`src/rtl/issue_pair_splitter_if.sv`:
```
// Decode-to-issue bundle for the dual-issue pair splitter.
//
// Handshake: a pair transfers on a rising clk edge where in_valid & in_ready
// are both high; in_ready never depends on in_valid. The issue lanes use no
// ready of their own: a lane is issuing when its outN_valid is high and
// ex_stall is low, and while ex_stall is high the lanes hold their values.
interface issue_pair_splitter_if #(
    parameter int STAGE_WIDTH = 32,
    parameter int CNT_WIDTH   = 16
);
    logic                   in_valid;
    logic [1:0]             in_slot_vld;
    logic [STAGE_WIDTH-1:0] in0;
    logic [STAGE_WIDTH-1:0] in1;
    logic [1:0]             in_solo;
    logic                   in_dep;
    logic                   in_ready;
    logic                   ex_stall;
    logic                   flush;
    logic [STAGE_WIDTH-1:0] out0;
    logic [STAGE_WIDTH-1:0] out1;
    logic                   out0_valid;
    logic                   out1_valid;
    logic                   split_active;
    logic [CNT_WIDTH-1:0]   split_cnt;

    // Environment side: decode plus the ID/EX stage.
    modport master (
        output in_valid, in_slot_vld, in0, in1, in_solo, in_dep, ex_stall, flush,
        input  in_ready, out0, out1, out0_valid, out1_valid, split_active, split_cnt
    );

    // Splitter side.
    modport slave (
        input  in_valid, in_slot_vld, in0, in1, in_solo, in_dep, ex_stall, flush,
        output in_ready, out0, out1, out0_valid, out1_valid, split_active, split_cnt
    );
endinterface

```
`src/rtl/issue_pair_splitter.sv`:
```
// Dual-issue dispatch buffer: holds one decoded pair and issues it to the two
// ID/EX lanes either together or, when the pair is illegal to co-issue,
// serialized as lane 0 then lane 1. Counts serialized pairs (saturating).
module issue_pair_splitter #(
    parameter int STAGE_WIDTH = 32,
    parameter int CNT_WIDTH   = 16
) (
    input  logic                clk,
    input  logic                rst,
    issue_pair_splitter_if.slave bus,
    output logic [1:0]          dbg_state_o
);

    typedef enum logic [1:0] {
        EMPTY = 2'd0,   // nothing buffered
        FULL  = 2'd1,   // pair buffered, nothing issued yet
        HALF  = 2'd2    // slot0 issued, slot1 still pending
    } state_t;

    state_t                 state_q, state_d;
    logic [1:0]             vld_q, vld_d;
    logic [1:0]             solo_q, solo_d;
    logic                   dep_q, dep_d;
    logic [STAGE_WIDTH-1:0] b0_q, b0_d;
    logic [STAGE_WIDTH-1:0] b1_q, b1_d;
    logic [CNT_WIDTH-1:0]   cnt_q, cnt_d;

    logic split;
    logic ready;
    logic load;

    // A two-valid pair must serialize when either slot is solo or slot1 reads slot0's result.
    assign split = vld_q[0] & vld_q[1] & ((|solo_q) | dep_q);

    // The buffer frees up in the same cycle it completes an issue, so pairs stream without bubbles.
    always_comb begin
        ready = 1'b0;
        unique case (state_q)
            EMPTY:   ready = 1'b1;
            FULL:    ready = ~split & ~bus.ex_stall;
            HALF:    ready = ~bus.ex_stall;
            default: ready = 1'b0;
        endcase
        ready = ready & ~bus.flush;
    end

    // A pair with no valid slot is accepted but never stored.
    assign load = bus.in_valid & ready & (|bus.in_slot_vld);

    // Next-state and buffer update; flush overrides everything except reset.
    always_comb begin
        state_d = state_q;
        vld_d   = vld_q;
        solo_d  = solo_q;
        dep_d   = dep_q;
        b0_d    = b0_q;
        b1_d    = b1_q;
        cnt_d   = cnt_q;
        if (bus.flush) begin
            state_d = EMPTY;
            vld_d   = '0;
            solo_d  = '0;
            dep_d   = 1'b0;
            b0_d    = '0;
            b1_d    = '0;
        end else begin
            unique case (state_q)
                EMPTY: begin
                    if (load) state_d = FULL;
                end
                FULL: begin
                    if (!bus.ex_stall) begin
                        if (split) begin
                            state_d = HALF;
                            if (cnt_q != '1) cnt_d = cnt_q + CNT_WIDTH'(1);
                        end else begin
                            state_d = load ? FULL : EMPTY;
                        end
                    end
                end
                HALF: begin
                    if (!bus.ex_stall) state_d = load ? FULL : EMPTY;
                end
                default: state_d = EMPTY;
            endcase
            // Buffer contents follow the state: capture on load, clear when draining to EMPTY.
            if (load) begin
                vld_d  = bus.in_slot_vld;
                solo_d = bus.in_solo;
                dep_d  = bus.in_dep;
                b0_d   = bus.in0;
                b1_d   = bus.in1;
            end else if (state_d == EMPTY) begin
                vld_d  = '0;
                solo_d = '0;
                dep_d  = 1'b0;
                b0_d   = '0;
                b1_d   = '0;
            end
        end
    end

    // State, buffer and counter registers with synchronous reset.
    always_ff @(posedge clk) begin
        if (rst) begin
            state_q <= EMPTY;
            vld_q   <= '0;
            solo_q  <= '0;
            dep_q   <= 1'b0;
            b0_q    <= '0;
            b1_q    <= '0;
            cnt_q   <= '0;
        end else begin
            state_q <= state_d;
            vld_q   <= vld_d;
            solo_q  <= solo_d;
            dep_q   <= dep_d;
            b0_q    <= b0_d;
            b1_q    <= b1_d;
            cnt_q   <= cnt_d;
        end
    end

    // Lane drive decoded from state and buffer; an idle lane always carries zeros.
    always_comb begin
        bus.out0         = '0;
        bus.out1         = '0;
        bus.out0_valid   = 1'b0;
        bus.out1_valid   = 1'b0;
        bus.split_active = 1'b0;
        unique case (state_q)
            FULL: begin
                if (split) begin
                    bus.out0_valid   = 1'b1;
                    bus.out0         = b0_q;
                    bus.split_active = 1'b1;
                end else begin
                    bus.out0_valid = vld_q[0];
                    bus.out1_valid = vld_q[1];
                    bus.out0       = vld_q[0] ? b0_q : '0;
                    bus.out1       = vld_q[1] ? b1_q : '0;
                end
            end
            HALF: begin
                bus.out1_valid   = 1'b1;
                bus.out1         = b1_q;
                bus.split_active = 1'b1;
            end
            default: ;
        endcase
    end

    assign bus.in_ready  = ready;
    assign bus.split_cnt = cnt_q;
    assign dbg_state_o   = state_q;

endmodule

```
`src/flat_wrapper.sv`:
```
// flat-port wrapper written by rule: the top's interface ports become plain ports
module issue_pair_splitter_flat 
#(
    parameter int STAGE_WIDTH = 32,
    parameter int CNT_WIDTH   = 16
)
  (clk, rst, dbg_state_o, bus_in_valid, bus_in_slot_vld, bus_in0, bus_in1, bus_in_solo, bus_in_dep, bus_ex_stall, bus_flush, bus_in_ready, bus_out0, bus_out1, bus_out0_valid, bus_out1_valid, bus_split_active, bus_split_cnt);
  issue_pair_splitter_if #(.STAGE_WIDTH(STAGE_WIDTH), .CNT_WIDTH(CNT_WIDTH)) bus_i ();
  input  logic clk;
  input  logic rst;
  output logic [1:0] dbg_state_o;
  input wire logic [$bits(bus_i.in_valid)-1:0] bus_in_valid;
  input wire logic [$bits(bus_i.in_slot_vld)-1:0] bus_in_slot_vld;
  input wire logic [$bits(bus_i.in0)-1:0] bus_in0;
  input wire logic [$bits(bus_i.in1)-1:0] bus_in1;
  input wire logic [$bits(bus_i.in_solo)-1:0] bus_in_solo;
  input wire logic [$bits(bus_i.in_dep)-1:0] bus_in_dep;
  input wire logic [$bits(bus_i.ex_stall)-1:0] bus_ex_stall;
  input wire logic [$bits(bus_i.flush)-1:0] bus_flush;
  output wire logic [$bits(bus_i.in_ready)-1:0] bus_in_ready;
  output wire logic [$bits(bus_i.out0)-1:0] bus_out0;
  output wire logic [$bits(bus_i.out1)-1:0] bus_out1;
  output wire logic [$bits(bus_i.out0_valid)-1:0] bus_out0_valid;
  output wire logic [$bits(bus_i.out1_valid)-1:0] bus_out1_valid;
  output wire logic [$bits(bus_i.split_active)-1:0] bus_split_active;
  output wire logic [$bits(bus_i.split_cnt)-1:0] bus_split_cnt;
  assign bus_i.in_valid = bus_in_valid;
  assign bus_i.in_slot_vld = bus_in_slot_vld;
  assign bus_i.in0 = bus_in0;
  assign bus_i.in1 = bus_in1;
  assign bus_i.in_solo = bus_in_solo;
  assign bus_i.in_dep = bus_in_dep;
  assign bus_i.ex_stall = bus_ex_stall;
  assign bus_i.flush = bus_flush;
  assign bus_in_ready = bus_i.in_ready;
  assign bus_out0 = bus_i.out0;
  assign bus_out1 = bus_i.out1;
  assign bus_out0_valid = bus_i.out0_valid;
  assign bus_out1_valid = bus_i.out1_valid;
  assign bus_split_active = bus_i.split_active;
  assign bus_split_cnt = bus_i.split_cnt;
  issue_pair_splitter #(.STAGE_WIDTH(STAGE_WIDTH), .CNT_WIDTH(CNT_WIDTH)) u_core (.clk(clk), .rst(rst), .bus(bus_i), .dbg_state_o(dbg_state_o));
endmodule
```
`config.mk`:
```
export PLATFORM = sky130hd
export DESIGN_NAME = issue_pair_splitter_flat
export DESIGN_NICKNAME = d
export VERILOG_FILES = /design/src/rtl/issue_pair_splitter_if.sv /design/src/rtl/issue_pair_splitter.sv /design/src/flat_wrapper.sv
export SDC_FILE = /design/constraint.sdc
export NUM_CORES = 1
export LEC_CHECK = 0
export ABC_AREA = 1
export CAP_MARGIN = 0
export CORE_MARGIN = 5
export CORE_UTILIZATION = 44
export CTS_BUF_LIST = sky130_fd_sc_hd__clkbuf_16
export CTS_CLUSTER_DIAMETER = 40
export DETAILED_ROUTE_END_ITERATION = 12
export GPL_ROUTABILITY_DRIVEN = 0
export GPL_TIMING_DRIVEN = 0
export PLACE_DENSITY = 0.8
export SETUP_SLACK_MARGIN = 0.1
export SYNTH_ARGS = -nofsm -noshare
export SYNTH_HDL_FRONTEND = slang
export SYNTH_SLANG_ARGS = --single-unit
```
`constraint.sdc`:
```
create_clock -name clk -period 2.4 [get_ports clk]
set_clock_uncertainty 0.1 [all_clocks]
set_input_delay 0.24 -clock clk [delete_from_list [all_inputs] [get_ports clk]]
set_output_delay 0.24 -clock clk [all_outputs]
set_load 0.02 [all_outputs]
```
; After elaboration in Yosys (flattened, before gate mapping)
; Index checks and enable logic that the tools add are counted.
[totals]
wordCells = 56
input_bits = 74
register_bits = 87
output_inout_bits = 86
[classes]
mux = 28
reduce_logical = 7
n_eq_ne = 3
addsub = 1
n_bitwise = 10
[ops]
columns = op, n
row1 = $mux W32, 8
row2 = $pmux W32 S2, 1
row3 = $add A16 B1 Y16 const B, 1
row4 = $mux W2, 8
row5 = $ne A16 B16 Y1 const B, 1
row6 = $mux W1, 7
row7 = $and A1 B1 Y1, 6
row8 = $pmux W2 S3, 1
row9 = $reduce_or A2 Y1, 3
row10 = $reduce_and A5 Y1, 1
row11 = $logic_not A2 Y1, 2
row12 = $pmux W1 S2, 2
row13 = $not A1 Y1, 3
row14 = $pmux W1 S3, 1
row15 = $eq A2 B1 Y1 const B, 1
row16 = $eq A2 B2 Y1 const B, 1
row17 = $reduce_bool A2 Y1, 1
row18 = $or A1 B1 Y1, 1

; Depth between registers and ports, before layout
; Gate-level depths: netlist of run 1.
[depth]
depth_word = 17
mapped_depth = 15
depth_no_buf = 13

; Worst setup path after synthesis of run 1
; Ideal clock, no wire load.
[synth_timing]
path_kind = reg-to-output
startpoint = reg u_core.state_q[1] (netlist: u_core.dbg_state_o[1])
endpoint = out bus_out1[0]
path_slack_ns = 0.282
n_path_buf = 1
t_required_ns = 2.060
stages_incl_launch_ff = 9
arrival_time_ns = 1.778
cell_sequence = dfxtp_1 inv_1 ha_1 inv_1 nor2_1 o21a_1 inv_1 clkbuf_1 nor2_1
[synth_between]
elab_chain_cells = 2
word_cells_on_any_way = 3
cone_classes = eq/ne (2) / mux (1)
[synth_lines]
columns = element, line_no
row1 = from (decl), issue_pair_splitter.sv:20  ; state_t state_q, state_d;
row2 = from (signal assigned), issue_pair_splitter.sv:114  ; state_q <= state_d;
row3 = $eq A2 B2 Y1 / $eq A2 B1 Y1 (equally long branches), issue_pair_splitter.sv:131  ; unique case (state_q)
row4 = $pmux W32 S2 (*), issue_pair_splitter.sv:131
row5 = to (decl), flat_wrapper.sv:22  ; output wire logic [$bits(bus_i.out1)-1:0] bus_out1;
; Mark *: on every way between the ends. The rest lies on a longest branch, timed or not.

; Worst setup path after layout of run 1
[layout_timing]
startpoint = reg u_core.state_q[0] (netlist: u_core.dbg_state_o[0])
endpoint = out bus_split_active
[layout_between]
elab_chain_cells = 2
word_cells_on_any_way = 3
cone_classes = eq/ne (2) / mux (1)
[layout_lines]
columns = element, line_no
row1 = $eq A2 B2 Y1 / $eq A2 B1 Y1 (equally long branches), issue_pair_splitter.sv:131
row2 = $pmux W1 S2 (*), issue_pair_splitter.sv:131
row3 = to (decl), flat_wrapper.sv:25  ; output wire logic [$bits(bus_i.split_active)-1:0] bus_split_active;
; Marked as above.

==> results of run 1 <==
[sequential cells by signal, indices dropped and copies added (netlist names)]
register and cells:
u_core.dep_q 1, u_core.bus.split_cnt 16, u_core.dbg_state_o 2, u_core.solo_q 2, u_core.b1_q 32, u_core.vld_q 2, u_core.b0_q 32
[layer usage]
metal	share of wire, %	GRT usage (%)
met5	0	0
met4	1.2	7.12
met3	6.3	4.32
met2	51	37.0
met1	41	24.5
[stage by stage]
step / instances / hold slack (ns)
2_1_floorplan: 618 / 0.285
3_3_place_gp: 905 / 0.356
3_5_place_dp: 905 / 0.368
4_1_cts: 921 / 0.158
5_1_grt: 926 / 0.205
6_report: 926 / 0.162
[final timing paths]
| check | start | to | cells after the start |
|---|---|---|---|
| setup reg to reg | u_core.dbg_state_o[0] | u_core.b0_q[25] | 13 |
| hold / removal | rst | u_core.bus.split_cnt[15] | 2 |
| setup / recovery | u_core.dbg_state_o[0] | bus_split_active | 4 |
| hold reg to reg | u_core.b1_q[27] | u_core.b1_q[27] | 2 |
[repair_timing]
action | in CTS | in global routing
setup endpoints to repair | 100 | 127
hold buffers | 0 | 0
pin swaps | 1 | 1
hold endpoints to repair | 0 | 0
setup buffers | 2 | 5
gates resized for setup | 172 | 13
[power groups by stage]
stage	Clock [mW]	Combinational [mW]	Sequential, mW
2_1_floorplan	0	0.158	1.50
3_3_place_gp	0	0.324	1.50
3_5_place_dp	0	0.327	1.51
4_1_cts	1.46	0.333	1.47
5_1_grt	1.52	0.378	1.47
6_report	1.43	0.347	1.47
[logic make-up (layout without fill, tap and decap cells)]
family	Yosys count	in the layout	synth area share (%)
buffers and inverters	131	310	13.3
AO/OA/AOI/OAI	97	97	12.1
flip-flops	87	87	41.4
AND/OR/NAND/NOR	292	292	30.5
adder cells (fa/ha/maj)	5	5	1.49
XOR/XNOR	6	6	1.25
[cells in the final DEF, fill, tap and decap left out, drive strengths merged]
cell type / count
xor2: 3
inv: 93
bufinv: 2
dfxtp: 87
dlygate4sd2: 33
nand4: 3
nor3: 3
clkbuf: 24
nand3: 78
a31oi: 1
clkdlybuf4s50: 94
clkinv: 3
buf: 60
xnor2: 3
a21oi: 84
nor2: 88
o32ai: 1
o21bai: 1
clkinvlp: 1
ha: 5
nand2: 118
o21a: 3
nor4: 1
or2: 1
o21ai: 7
[worst max-delay path, stage by stage (launching register included)]
cell             delay (ns)
dfxtp_4                0.38
inv_1                  0.09
ha_2                   0.33
o21a_1                 0.11
clkdlybuf4s50_1        0.62
[final cells by class]
type / count / area [um2] / area share, %
inverter: 94 / 355 / 5.73
buffer: 37 / 241 / 3.89
clock buffer: 9 / 225 / 3.63
multi-input combinational: 400 / 1930 / 31.2
tap: 129 / 161 / 2.60
sequential: 87 / 1750 / 28.2
timing repair buffer: 165 / 1460 / 23.6
clock inverter: 5 / 76.3 / 1.23
==> run metrics, run 1 <==
largest net degree at the start of global routing 14; worst slew pin tran approximately 0.5 ns; Final nets a little under 900; sequential share of the synthesized area 41.4%; CP Launch Type register; most common cell in the netlist nand2_1; Reg2Reg Setup Slack 0.21 ns; number of global-route vias before repair 4319; Pwr Total ~3.3 mW; worst skew pair latency between 0.3 and 0.4 ns; cell taking the most area after synthesis dfxtp_1; final hold violations 0; synth top area cells dfxtp_1, nand2_1, a21oi_1; unrepaired setup endpoints after global routing yes; Die W roughly 110 um; initial drt markers 186; Synth cell types 28; Final Util 66.8%; Int Pwr roughly 2.5 mW; die area about 0.012 mm2; cts bufs inserted 9; DRC errors left 0; Max Freq between 0.4 and 0.5 GHz; detailed placement HPWL 9.34 mm; Cell Area, Synth ~0.0042 mm2; CTS tree built; crit path max fanout 4; Die H 108 um; Setup CP Type reg -> out; EDFF count, synth 0; share of cells above drive strength 1 13.3%; wire length per cell roughly 14 um; Avg Cell Area, Syn 6.81 um2; Setup WS pre-CTS -0.305 ns; Total GRT Usage 20.8%; CTS sink count 87; Filler cells around 870; Clk pwr share roughly 44%; CTS max path bufs 2; initial core utilization between 40% and 50%; logic gate share of total power a little over a tenth; Leakage around 2.3 nW; Yosys top cell area share between 40% and 50%; vias per inst ~5; worst min path class in -> reg; part of the power in registers 45.3%; Core Area about 0.0093 mm2; num ports 160; dpl cell area slightly below 0.006 mm2; final slew viol count 0; ANT nets after route 0; Slew HR 67.1%; WP data arrival roughly 1.9 ns; Worst-path clk slew about 0.06 ns; Tmin final between 2 and 2.5 ns; Routed Wire Length ~13 mm; Area Overhead vs Synth 47.4%; Primary FF master, synth dfxtp_1; yosys warns 0; fin worst setup slack 0.192 ns; Final setup viols 0; FP Rows 35; Synth Instances between 600 and 700; Worst Setup End Kind output port; status finished clean; first-pass GRT wire length ~20 mm; detailed-router iteration count before antenna repair 5; Yosys reg bits a little under 90; number of max-cap violations 0; setup TNS 0 ns; n_diodes 0; Net Sw Power approximately 720 uW; post-route cell area just over 0.006 mm2; Switching Fraction around 22%; CP required 2.06 ns; global route overflow 0; most instantiated cells after synthesis nand2_1, inv_1, nor2_1; Syn Nets 697; vias post-DR about 4500; final worst path period share between 90% and 100%; initial antenna violation count 0; H-tree depth 3; Port Buffers approximately 160; Worst VDD drop around 360 uV; CTS root buf clkbuf_16; async set or reset register ratio after synthesis 0%; PwrDens between 500 and 600 mW/mm2
Note: power is estimated with default switching activity, not from simulation.
==> run 2, diff against run 1 <==
--- a/config.mk
+++ b/config.mk
@@ -10,7 +10,7 @@
 export CORE_MARGIN = 5
 export CORE_UTILIZATION = 44
 export CTS_BUF_LIST = sky130_fd_sc_hd__clkbuf_16
-export CTS_CLUSTER_DIAMETER = 40
+export CTS_CLUSTER_DIAMETER = 100
 export DETAILED_ROUTE_END_ITERATION = 12
 export GPL_ROUTABILITY_DRIVEN = 0
 export GPL_TIMING_DRIVEN = 0
==> results of run 2 <==
Final layout, timing and power as in run 1 (identical DEF).
